<file path="src/rtl/noc_arbiter_lock_rr_if.sv">
// Request/grant bundle between N input channels and one output-port arbiter.
interface noc_arbiter_lock_rr_if #(
  parameter int N   = 5,
  parameter int IDW = 3
);
  logic [N-1:0]   req;
  logic [N-1:0]   rel;
  logic [N-1:0]   gnt;
  logic           gnt_valid;
  logic [IDW-1:0] gnt_id;

  modport master (output req, rel, input gnt, gnt_valid, gnt_id);
  modport slave  (input req, rel, output gnt, gnt_valid, gnt_id);
endinterface

</file>
<file path="src/rtl/noc_arbiter_lock_rr.sv">
// Locking output-port arbiter: grant held for a whole packet, released by tail,
// dropped request or hold timeout, and handed to the next winner without a bubble.
module noc_arbiter_lock_rr_lane (
  input  logic req,
  input  logic own,
  input  logic excl,
  output logic cand
);
  // A channel that just released by tail/timeout sits out this round.
  assign cand = req & ~(own & excl);
endmodule

module noc_arbiter_lock_rr #(
  parameter int N        = 5,
  parameter int MODE     = 1,
  parameter int MAX_HOLD = 0,
  parameter int HOLD_W   = 8,
  parameter int IDW      = 3
) (
  input  logic                  clk,
  input  logic                  rst,
  noc_arbiter_lock_rr_if.slave  bus
);
  localparam logic [HOLD_W-1:0] HOLD_LAST = HOLD_W'(MAX_HOLD - 1);
  localparam logic [IDW-1:0]    ID_LAST   = IDW'(N - 1);

  logic [N-1:0]      gnt_q;
  logic              vld_q;
  logic [IDW-1:0]    id_q;
  logic [IDW-1:0]    ptr_q;
  logic [HOLD_W-1:0] hold_q;

  logic [N-1:0]   req_v, cand, pick;
  logic           own_req, own_rel, timeout, keep, excl;
  logic           win_ok;
  logic [IDW-1:0] win_id, nxt_ptr;

  assign req_v   = bus.req;
  assign own_req = bus.req[id_q];
  assign own_rel = bus.rel[id_q];
  assign timeout = (MAX_HOLD != 0) && (hold_q == HOLD_LAST);
  assign keep    = vld_q & own_req & ~own_rel & ~timeout;
  assign excl    = vld_q & (own_rel | timeout);

  for (genvar i = 0; i < N; i++) begin : g_lane
    noc_arbiter_lock_rr_lane u_lane (
      .req  (req_v[i]),
      .own  (gnt_q[i]),
      .excl (excl),
      .cand (cand[i])
    );
  end

  // Empty candidate set falls back to the raw requests, re-granting the owner.
  assign pick = (|cand) ? cand : req_v;

  always_comb begin
    win_ok = 1'b0;
    win_id = '0;
    for (int j = 0; j < N; j++) begin
      if (!win_ok && pick[(MODE != 0) ? ((int'(ptr_q) + j) % N) : j]) begin
        win_ok = 1'b1;
        win_id = IDW'((MODE != 0) ? ((int'(ptr_q) + j) % N) : j);
      end
    end
  end

  assign nxt_ptr = (win_id == ID_LAST) ? '0 : win_id + 1'b1;

  always_ff @(posedge clk or posedge rst) begin
    if (rst) begin
      gnt_q  <= '0;
      vld_q  <= 1'b0;
      id_q   <= '0;
      ptr_q  <= '0;
      hold_q <= '0;
    end else if (keep) begin
      hold_q <= (hold_q == '1) ? hold_q : hold_q + 1'b1;
    end else if (win_ok) begin
      gnt_q  <= {{(N-1){1'b0}}, 1'b1} << win_id;
      vld_q  <= 1'b1;
      id_q   <= win_id;
      ptr_q  <= nxt_ptr;
      hold_q <= '0;
    end else begin
      gnt_q  <= '0;
      vld_q  <= 1'b0;
      id_q   <= '0;
      hold_q <= '0;
    end
  end

  assign bus.gnt       = gnt_q;
  assign bus.gnt_valid = vld_q;
  assign bus.gnt_id    = id_q;
endmodule

</file>
<file path="src/flat_wrapper.sv">
// flat-port wrapper written by rule: the top's interface ports become plain ports
module noc_arbiter_lock_rr_flat 
#(
  parameter int N        = 5,
  parameter int MODE     = 1,
  parameter int MAX_HOLD = 0,
  parameter int HOLD_W   = 8,
  parameter int IDW      = 3
)
  (clk, rst, bus_req, bus_rel, bus_gnt, bus_gnt_valid, bus_gnt_id);
  noc_arbiter_lock_rr_if #(.N(N), .IDW(IDW)) bus_i ();
  input  logic clk;
  input  logic rst;
  input wire logic [$bits(bus_i.req)-1:0] bus_req;
  input wire logic [$bits(bus_i.rel)-1:0] bus_rel;
  output wire logic [$bits(bus_i.gnt)-1:0] bus_gnt;
  output wire logic [$bits(bus_i.gnt_valid)-1:0] bus_gnt_valid;
  output wire logic [$bits(bus_i.gnt_id)-1:0] bus_gnt_id;
  assign bus_i.req = bus_req;
  assign bus_i.rel = bus_rel;
  assign bus_gnt = bus_i.gnt;
  assign bus_gnt_valid = bus_i.gnt_valid;
  assign bus_gnt_id = bus_i.gnt_id;
  noc_arbiter_lock_rr #(.N(N), .MODE(MODE), .MAX_HOLD(MAX_HOLD), .HOLD_W(HOLD_W), .IDW(IDW)) u_core (.clk(clk), .rst(rst), .bus(bus_i));
endmodule
</file>
<file path="config.mk">
export PLATFORM = sky130hd
export DESIGN_NAME = noc_arbiter_lock_rr_flat
export DESIGN_NICKNAME = d
export VERILOG_FILES = /design/src/rtl/noc_arbiter_lock_rr_if.sv /design/src/rtl/noc_arbiter_lock_rr.sv /design/src/flat_wrapper.sv
export SDC_FILE = /design/constraint.sdc
export NUM_CORES = 1
export LEC_CHECK = 0
export CORE_UTILIZATION = 25
export CTS_BUF_LIST = sky130_fd_sc_hd__clkbuf_4 sky130_fd_sc_hd__clkbuf_8
export CTS_CLUSTER_SIZE = 20
export DETAILED_ROUTE_END_ITERATION = 7
export HOLD_SLACK_MARGIN = 0.05
export SLEW_MARGIN = 20
export SYNTH_ARGS = -nofsm -noshare
export SYNTH_HDL_FRONTEND = slang
export SYNTH_SLANG_ARGS = --single-unit
</file>
<file path="constraint.sdc">
create_clock -name clk -period 6.7 [get_ports clk]
set_input_delay 1.675 -clock clk [delete_from_list [all_inputs] [get_ports clk]]
set_output_delay 1.675 -clock clk [all_outputs]
set_load 0.005 [all_outputs]
</file>
==> run summary, run 1 <==
Cells and area
* 0 — number of antenna cells inserted
* 348 — number of nets in the final layout
* 13.9% — layout overhead on the synthesized area
* 424 — final non-filler cell total
* 996 — number of fill cells in the layout
* 0.0767 — fraction of final layout cells with drive strength greater than 1

Route
* 4 — number of iterations in the first detailed-routing pass
* 167 — count of routing violations after the opening detailed-route iteration
* 15.7 um — Routed wire per std cell
* 5.75 — vias per inst
* 0 — count of unresolved DRC violations after routing
* 6.66 mm — total wire length after detailed routing
* 2440 — total vias in the final route
* 0 — number of antenna-violating nets in the routed design

Timing
* 0.00113 ns — setup clock skew after layout
* 0 ns — setup TNS
* 169 MHz — highest attainable clock frequency
* 0.560 — Worst slew margin
* 0.884 — share of the clock period used by the worst path after layout
* 0.552 ns — final-layout worst hold slack
* no — setup repair after global routing missed its margin
* 0 — final hold viol count
* 0.660 ns — slew at the pin with the worst max-slew slack
* 0 — setup violators final
* 5.93 ns — time the final worst path needs with I/O delays and setup
* 0 — final max-slew violation count

CTS
* 0 — count of hold-fix buffers inserted at cts
* 3 — clock buffer count from CTS
* 0.25 ns — latest clock arrival within the worst-skew pair
* clkbuf_8 — library cell used as clock root buffer
* yes — TritonCTS clock tree
* 12 — TritonCTS sink count
* 0 — Post-CTS Repair Setup Buffers
* 1 — count of H-tree levels built during CTS
* 2 — number of buffers on the longest clock path
* 0.05 ns — clock input transition at the sequential cells of the worst setup and hold paths
* 0 — count of instances resized after the clock tree is built

Global routing
* 0.137 — aggregate global-route resource usage
* 0 — antenna violations before repair
* 2266 — number of global-route vias before repair
* 28 — maximum number of pins on one net before global-route repair
* 0 — overflow left after global routing
* 11.0 mm — first-pass GRT wire length

Floorplan
* 0.00920 sq mm — core area
* 0.00984 sq mm — full die area
* 21 — I/O pin count
* 99.2 um — floorplan die width
* 0.257 — initial standard-cell utilization of the core
* 99.2 um — die extent in y
* 35 — Std-Cell Rows

Yosys
* 71 — post-synth cell types
* nand2_1 — most frequent cell after synthesis
* dfrtp_1 — dominant synthesized flop cell
* dfrtp_1 13%, ha_1 12%, o21ai_0 4.7% — largest cells by area after synthesis
* 0.127 — area share of the largest cell type after synthesis
* 302 — Cells after Synth
* 0 — EDFF count, synth
* 26 x nand2_1, 22 x ha_1, 22 x o21ai_0 — most instantiated cells after synthesis
* 1.00 — share of synthesized flip-flops with an asynchronous set or reset
* 0.00236 sq mm — area of the mapped netlist
* 7.82 sq um — average cell area after synthesis
* 12 — number of synthesized register bits
* dfrtp_1 — top cell type by total area after synthesis
* 0.127 — register area share after synthesis
* 336 — total nets after synthesis
* 0 — Synthesis Warnings

Job
* 0 — max-capacitance violation count

Placement
* 5.29 mm — dpl hpwl
* 0.975 — weighted congestion reported at the end of routability-driven placement
* 420 — cell total after placement
* 20 — Port Buf Inserts

Worst setup path
* 6.08 ns — arrival time at the worst endpoint
* 3 — buffering stage count on the worst path with inverters included
* ha_1 — Worst path most repeated cell
* reg2reg — Worst Setup Path Type
* clkinv_1 > ha_1 > inv_1 > ha_1 > or3_4 > a21o_1 > nand2_1 > ha_1 > nand2b_1 > and3_4 > or4_1 > and3_4 > mux2_4 > o32a_2 > nor4_4 > and2_1 > a221o_1 > inv_1 > ha_1 > or3_1 > o221ai_1 — Cell Chain, Critical Path
* 14 — largest fanout on the critical path
* 6.86 ns — required arrival time at the worst endpoint
* flip-flop — type of destination of the critical path
* simple AND/OR/NAND/NOR gates — category of cells accounting for the largest share of critical-path delay
* dfrtp_1 — slowest cell on the critical path
* flip-flop — startpoint kind of the worst setup timing path
* 0.60 ns — Crit path largest cell delay

Hold path
* reg2reg — class of the tightest hold or removal check

Run status
* complete, no violations — status

[flip-flops by register name, indices dropped and copies added, names as in the netlist]
register              cells
u_core.bus.gnt            5
u_core.bus.gnt_id         3
u_core.bus.gnt_valid      1
u_core.ptr_q              3
[worst paths after layout]
kind,slack (ns),startpoint,cells after the start,endpoint
setup / recovery,0.77,u_core.ptr_q[1],21,u_core.ptr_q[2]
hold / removal,0.55,u_core.bus.gnt[2],1,u_core.bus.gnt[2]
setup reg to reg,0.77,u_core.ptr_q[1],21,u_core.ptr_q[2]
hold reg to reg,0.55,u_core.bus.gnt[2],1,u_core.bus.gnt[2]
max in group asynchronous,4.66,rst,2,u_core.ptr_q[0]
min in group asynchronous,1.73,rst,2,u_core.bus.gnt[3]
[layer usage]
layer,global-route usage,share of wire,vias up
met5,0,0,-
met2,0.238,0.49,53
met1,0.180,0.46,1172
met4,0.0498,0.025,0
met3,0.00773,0.022,13
li1,-,-,1202
[final cells by class]
| cell class | count | area (sq um) | share of cell area |
|---|---|---|---|
| well taps | 111 | 139 | 0.0516 |
| clock buffers | 4 | 55.1 | 0.0205 |
| multi-input cells | 258 | 1920 | 0.713 |
| inverters | 17 | 63.8 | 0.0237 |
| flip-flops and latches | 12 | 300 | 0.112 |
| repair buffers | 22 | 215 | 0.0800 |
[cell usage in the layout (no fill, tap or decap), types with 3 or more instances in the layout]
cell             synthesis  final
inv_1                   15     15
or3_1                    5      5
ha_1                    22     22
and3_1                   3      3
nand2_1                 26     26
o21ai_0                 22     22
o31ai_1                  3      3
dfrtp_1                 12     12
o22ai_1                  7      7
clkbuf_8                 0      4
a21o_1                   7      7
o211ai_1                 5      5
mux2_2                   4      4
nor2b_1                  4      4
a32o_1                   6      6
mux2i_1                 10     10
nor3_1                   5      5
and2_1                   8      8
a211oi_1                 3      3
a31oi_1                  5      5
o21a_1                   5      5
nand3b_1                 3      3
o2111ai_1                3      3
nor2_1                  12     12
a32oi_1                  3      3
a211o_1                  3      3
xnor2_1                  5      5
a22oi_1                  3      3
nand3_1                  7      7
nand2b_1                 6      6
a21oi_1                 13     13
o221ai_1                 5      5
clkdlybuf4s50_1          0     20
[stage by stage]
| stage | utilization | worst slack (ns) | area (sq um) |
|---|---|---|---|
| CTS | 0.293 | 0.780 | 2690 |
| detailed placement | 0.287 | 0.802 | 2640 |
| finish | 0.293 | 0.774 | 2690 |
| global route | 0.293 | 0.393 | 2690 |
| floorplan | - | 0.955 | 2360 |
| global placement | 0.287 | 0.974 | 2640 |
[logic make-up (layout without fill, tap and decap cells)]
family                   count (synthesis)  count (layout)  synth area share
adder cells (fa/ha/maj)                 22              22             0.117
flip-flops                              12              12             0.127
AND/OR/NAND/NOR                         98              98             0.240
buffers and inverters                   32              43            0.0609
XOR/XNOR                                 6               6            0.0223
AO/OA/AOI/OAI                          116             116             0.356
multiplexers                            16              16            0.0774
Power of run 1 is not shown: default switching activity piles up to over one toggle a cycle in this logic, so the estimate is an artifact.
==> run 2, diff against run 1 <==
- CORE_MARGIN: unset -> 8
- CTS_BUF_LIST: sky130_fd_sc_hd__clkbuf_4 sky130_fd_sc_hd__clkbuf_8 -> unset
==> run 2 against run 1 <==
Net effect:
- wire length is 3.9% higher
- via count is 2.2% higher
- sequential share of layout area hardly changed
- count of clock-buffer cells in the layout stayed put
- utilization is 0.082 points lower
- non-clock buffer count is 1 lower
- register-to-register slack worse by 0.25 ns
- design area is 0.28% lower
- flip-flop and latch count stayed put
- clock skew is 0.0021 ns higher
==> run summary, run 2 (synthesized netlist as in run 1, its figures left out) <==
Timing
* 0 — final max-slew violation count, unchanged
* 0.700 ns — slew at the pin with the worst max-slew slack, +0.0401 ns
* 0 ns — setup TNS, unchanged
* 0.00323 ns — setup clock skew after layout, +0.00210 ns
* 0 — final hold viol count, unchanged
* 0.569 ns — final-layout worst hold slack, +0.0167 ns
* 0.527 ns — final critical-path setup slack, -0.248 ns
* 162 MHz — highest attainable clock frequency, -4.0%
* no — setup repair after global routing missed its margin
* 0 — setup violators final, unchanged
* 6.17 ns — time the final worst path needs with I/O delays and setup, +0.248 ns
* 0.533 — Worst slew margin, -0.0268
* 0.921 — share of the clock period used by the worst path after layout, +0.0370

Cells and area
* 5 — number of flip-flops in the largest register, unchanged
* 13.6% — layout overhead on the synthesized area
* 347 — number of nets in the final layout, -0.29%
* 0.0737 — fraction of final layout cells with drive strength greater than 1, -0.00296
* 0.292 — Core Util, Final, -0.000816
* nand2_1 — most frequent standard cell in the layout excluding fill and tap cells
* 0 — number of antenna cells inserted, unchanged
* 994 — number of fill cells in the layout, -0.20%
* 26 x nand2_1, 22 x o21ai_0, 22 x ha_1 — top library cells by usage in the layout, fill and taps aside

Worst setup path
* 6.33 ns — arrival time at the worst endpoint, +0.25 ns
* reg2reg — Worst Setup Path Type
* 21 — number of cell instances on the worst register-to-register path, unchanged
* 0.53 ns — reg-to-reg setup timing slack, -0.25 ns
* flip-flop — startpoint kind of the worst setup timing path
* 6.85 ns — required arrival time at the worst endpoint, about the same
* 14 — largest fanout on the critical path, unchanged
* u_core.ptr_q[1] — critical register-to-register path startpoint
* flip-flop — type of destination of the critical path
* u_core.ptr_q[2] — worst reg2reg path endpoint

Placement
* 20 — Port Buf Inserts, unchanged
* 0.947 — weighted congestion reported at the end of routability-driven placement, -2.8%
* 5.48 mm — dpl hpwl, +3.4%
* 0.566 ns — setup slack at placement, -0.236 ns

Floorplan
* 0.257 — initial standard-cell utilization of the core, unchanged
* 0.00920 sq mm — core area, unchanged
* 35 — Std-Cell Rows, unchanged
* 21 — I/O pin count, unchanged
* 113 um — die extent in y, +14%
* 113 um — floorplan die width, +14%
* 0.0128 sq mm — full die area, +30%

Route
* 2493 — total vias in the final route, +2.2%
* 5 — number of iterations in the first detailed-routing pass, +1
* 0 — number of antenna-violating nets in the routed design, unchanged
* 5.89 — vias per inst, +2.4%
* 6.92 mm — total wire length after detailed routing, +3.9%
* 161 — count of routing violations after the opening detailed-route iteration, -3.6%
* 16.4 um — Routed wire per std cell, +4.1%
* 0 — count of unresolved DRC violations after routing, unchanged

Hold path
* 1 — worst hold stages, unchanged
* u_core.bus.gnt[2] — Min-Delay Endpoint
* u_core.bus.gnt[2] — startpoint of the lowest-slack hold path
* reg2reg — class of the tightest hold or removal check

Job
* 0 — max-capacitance violation count, unchanged

Global routing
* 11.0 mm — first-pass GRT wire length, about the same
* 28 — maximum number of pins on one net before global-route repair, unchanged
* 2227 — number of global-route vias before repair, -1.7%
* 0 — overflow left after global routing, unchanged
* 0.103 — aggregate global-route resource usage, -0.0346
* 0 — antenna violations before repair, unchanged

CTS
* 0.06 ns — clock input transition at the sequential cells of the worst setup and hold paths, about the same
* 0.24 ns — latest clock arrival within the worst-skew pair, about the same
* clkbuf_8 — library cell used as clock root buffer
* 3 — clock buffer count from CTS, unchanged
* yes — TritonCTS clock tree
* 1 — count of H-tree levels built during CTS, unchanged
* 0 — count of instances resized after the clock tree is built, unchanged
* 0 — Post-CTS Repair Setup Buffers, unchanged
* 0 — count of hold-fix buffers inserted at cts, unchanged
* 2 — number of buffers on the longest clock path, unchanged
* 12 — TritonCTS sink count, unchanged

Run status
* complete, no violations — status

[run 2: cell types whose count changed in the layout (fill, tap and decap cells not counted)]
| cell | change |
|---|---|
| buf_4 | -1 |
[run 2: metrics by stage]
| step | cell area, sq um | cells |
|---|---|---|
| 5_1_grt | 2680 | 423 |
| 6_report | 2680 | 423 |
| 4_1_cts | 2680 | 423 |
| 3_5_place_dp | 2630 | 419 |
| 3_3_place_gp | 2630 | 419 |
| 2_1_floorplan | 2360 | 302 |
[run 2: cell type report]
type                            count  area, sq um  area share
Tap cell                          111          139      0.0518
Multi-Input combinational cell    258         1920       0.715
Timing Repair Buffer               21          208      0.0774
Sequential cell                    12          300       0.112
Clock buffer                        4         55.1      0.0205
Inverter                           17         63.8      0.0238
[run 2: worst max path at each step]
stage / cells after the start / slack (ns) / to / startpoint
5_1_grt: 23 / 0.05 / u_core.ptr_q[2] / u_core.ptr_q[1]
6_report: 21 / 0.53 / u_core.ptr_q[2] / u_core.ptr_q[1]
3_5_place_dp: 21 / 0.57 / u_core.ptr_q[2] / u_core.ptr_q[1]
3_3_place_gp: 21 / 0.85 / u_core.ptr_q[2] / u_core.ptr_q[1]
2_1_floorplan: 23 / 0.96 / u_core.ptr_q[2] / u_core.ptr_q[0]
4_1_cts: 21 / 0.54 / u_core.ptr_q[2] / u_core.ptr_q[1]
[run 2: critical path, cell delays in order, from the launching register on]
cell,delay (ns)
dfrtp_1,0.55
clkinv_1,0.38
ha_1,0.66
inv_1,0.19
ha_1,0.25
or3_4,0.36
nand3_1,0.12
nand2_1,0.10
ha_1,0.20
nand2b_1,0.18
and3_4,0.20
or4_1,0.43
and3_4,0.21
mux2_4,0.29
o32a_2,0.39
nor4_4,0.34
and2_1,0.18
a221o_1,0.21
inv_1,0.08
ha_1,0.23
or3_1,0.37
o221ai_1,0.16
[run 2: layer usage]
layer | vias to the layer above | track usage | wire length (um)
li1 | 1201 | - | -
met1 | 1206 | 0.130 | 3090
met2 | 76 | 0.181 | 3480
met3 | 10 | 0.0112 | 271
met4 | 0 | 0.0240 | 74
met5 | - | 0 | 0
Power of run 2 is left out for the same reason.
==> run 3, diff against run 2 <==
- CORE_MARGIN: 8 -> 2
==> run 3 against run 2 <==
Net effect:
- count of clock-buffer cells in the layout did not move
- clock skew increased by 0.0024 ns
- die area shrank 20%
- worst setup slack improved by 0.029 ns
- non-clock buffer count did not move
- cell count unchanged
- worst hold slack worse by 0.0024 ns
- critical endpoint unchanged
==> run summary, run 3 (synthesized netlist as in run 1, its figures left out) <==
Worst setup path
* clkinv_1 > ha_1 > inv_1 > ha_1 > inv_1 > ha_1 > or3_4 > nand3_1 > nand2_1 > ha_1 > nand2b_1 > and3_4 > or4_1 > and3_4 > mux2_4 > o32a_2 > nor4_4 > and2_1 > a221o_1 > inv_1 > ha_1 > or3_1 > o221ai_1 — Cell Chain, Critical Path
* flip-flop — startpoint kind of the worst setup timing path
* u_core.ptr_q[2] — worst reg2reg path endpoint
* flip-flop — type of destination of the critical path
* reg2reg — Worst Setup Path Type
* 6.86 ns — required arrival time at the worst endpoint, about the same
* u_core.ptr_q[1] — critical register-to-register path startpoint
* 0.55 ns — Crit path largest cell delay, -0.11 ns
* dfrtp_1 — slowest cell on the critical path
* 23 — number of cell instances on the worst register-to-register path, +9.5%
* 0.56 ns — reg-to-reg setup timing slack, +0.03 ns
* 6.31 ns — arrival time at the worst endpoint, -0.02 ns
* u_core.ptr_q[2] — capture point of the worst path
* ha_1 — Worst path most repeated cell
* 11 — largest fanout on the critical path, -3
* u_core.ptr_q[1] — launching instance or port of the critical path

Placement
* 0.637 ns — setup slack at placement, +0.0710 ns
* 20 — Port Buf Inserts, unchanged
* 5.43 mm — dpl hpwl, -0.83%
* 0.882 — weighted congestion reported at the end of routability-driven placement, -6.9%

Route
* 5.83 — vias per inst, -1.1%
* 0 — number of antenna-violating nets in the routed design, unchanged
* 6 — number of iterations in the first detailed-routing pass, +1
* 6.89 mm — total wire length after detailed routing, -0.38%
* 0 — count of unresolved DRC violations after routing, unchanged
* 207 — count of routing violations after the opening detailed-route iteration, +29%
* 16.3 um — Routed wire per std cell, -0.38%
* 2466 — total vias in the final route, -1.1%

Cells and area
* 980 — number of fill cells in the layout, -1.4%
* 347 — number of nets in the final layout, unchanged
* 5 — number of flip-flops in the largest register, unchanged
* nand2_1 — most frequent standard cell in the layout excluding fill and tap cells
* 26 x nand2_1, 22 x o21ai_0, 22 x ha_1 — top library cells by usage in the layout, fill and taps aside
* 0.0737 — fraction of final layout cells with drive strength greater than 1, unchanged
* 13.6% — layout overhead on the synthesized area, unchanged
* 0 — number of antenna cells inserted, unchanged

CTS
* 0 — count of instances resized after the clock tree is built, unchanged
* 0.06 ns — clock input transition at the sequential cells of the worst setup and hold paths, about the same
* 0 — count of hold-fix buffers inserted at cts, unchanged
* 1 — count of H-tree levels built during CTS, unchanged
* 0 — Post-CTS Repair Setup Buffers, unchanged
* 3 — clock buffer count from CTS, unchanged
* 0.24 ns — latest clock arrival within the worst-skew pair, about the same
* 2 — number of buffers on the longest clock path, unchanged
* yes — TritonCTS clock tree
* 12 — TritonCTS sink count, unchanged
* clkbuf_8 — library cell used as clock root buffer

Global routing
* 0.00759 — met3 demand-to-capacity share in global routing, -0.00359
* 0 — antenna violations before repair, unchanged
* 28 — maximum number of pins on one net before global-route repair, unchanged
* 0.189 — global-route met1 utilization, +0.0585
* 0 — overflow left after global routing, unchanged
* met2 — global route hottest layer
* 0.236 — met2 demand-to-capacity share in global routing, +0.0558
* 0.137 — aggregate global-route resource usage, +0.0346
* 11.6 mm — first-pass GRT wire length, +5.1%
* 2358 — number of global-route vias before repair, +5.9%

Timing
* no — setup repair after global routing missed its margin
* 0.689 ns — slew at the pin with the worst max-slew slack, -0.0107 ns
* 0.535 — Worst slew margin, +0.00115
* 0.00566 ns — setup clock skew after layout, +0.00243 ns
* 0.555 ns — final critical-path setup slack, +0.0289 ns
* 0 ns — setup TNS, unchanged
* 0.917 — share of the clock period used by the worst path after layout, -0.00431
* 163 MHz — highest attainable clock frequency, +0.47%
* 6.14 ns — time the final worst path needs with I/O delays and setup, -0.0289 ns
* 0 — final max-slew violation count, unchanged
* 0 — final hold viol count, unchanged
* 0 — setup violators final, unchanged

Hold path
* reg2reg — class of the tightest hold or removal check

Job
* 0 — max-capacitance violation count, unchanged

Floorplan
* 0.00920 sq mm — core area, unchanged
* 101 um — floorplan die width, -11%
* 101 um — die extent in y, -11%
* 0.0102 sq mm — full die area, -20%
* 21 — I/O pin count, unchanged
* 35 — Std-Cell Rows, unchanged
* 0.257 — initial standard-cell utilization of the core, unchanged

Run status
* complete, no violations — status

## run 3: cell counts in the layout (fill, tap and decap cells not counted)
No cell type changed its count.
## run 3: how the worst min path moves through the flow
stage                           start                 to  slack (ns)  cells after the start
global placement    u_core.bus.gnt[2]  u_core.bus.gnt[2]        0.54                      1
global route        u_core.bus.gnt[0]  u_core.bus.gnt[0]        0.59                      1
CTS                 u_core.bus.gnt[2]  u_core.bus.gnt[2]        0.57                      1
floorplan           u_core.bus.gnt[3]  u_core.bus.gnt[3]        0.48                      2
detailed placement  u_core.bus.gnt[2]  u_core.bus.gnt[2]        0.56                      1
finish              u_core.bus.gnt[2]  u_core.bus.gnt[2]        0.57                      1
## run 3: cell type report
class,count,area (sq um),area share
Clock buffer,4,55.1,0.0205
Inverter,17,63.8,0.0238
Multi-Input combinational cell,258,1920,0.715
Sequential cell,12,300,0.112
Tap cell,111,139,0.0518
Timing Repair Buffer,21,208,0.0774
## run 3: worst max-delay path, delay by kind of cell (launching register included)
kind                       cells  cell delay, ns
AOI/OAI and AO/OA              3            0.74
muxes                          1            0.29
adders and majority gates      5            1.28
buffers and inverters          4            0.70
and+or+nand+nor               10            2.50
DFF                            1            0.55
## run 3: through the flow
step / util / instances / area [sq um] / hold WS, ns
final: 0.292 / 423 / 2680 / 0.566
after global routing: 0.292 / 423 / 2680 / 0.587
after CTS: 0.292 / 423 / 2680 / 0.573
after detailed placement: 0.286 / 419 / 2630 / 0.558
after global placement: 0.286 / 419 / 2630 / 0.542
after floorplan: - / 302 / 2360 / 0.483
## run 3: layer usage
| layer | vias to the layer above | routed length, um |
|---|---|---|
| met5 | - | 0 |
| met3 | 8 | 279 |
| met2 | 74 | 3400 |
| li1 | 1202 | - |
| met4 | 0 | 70 |
| met1 | 1182 | 3140 |
Power of run 3 is left out for the same reason.
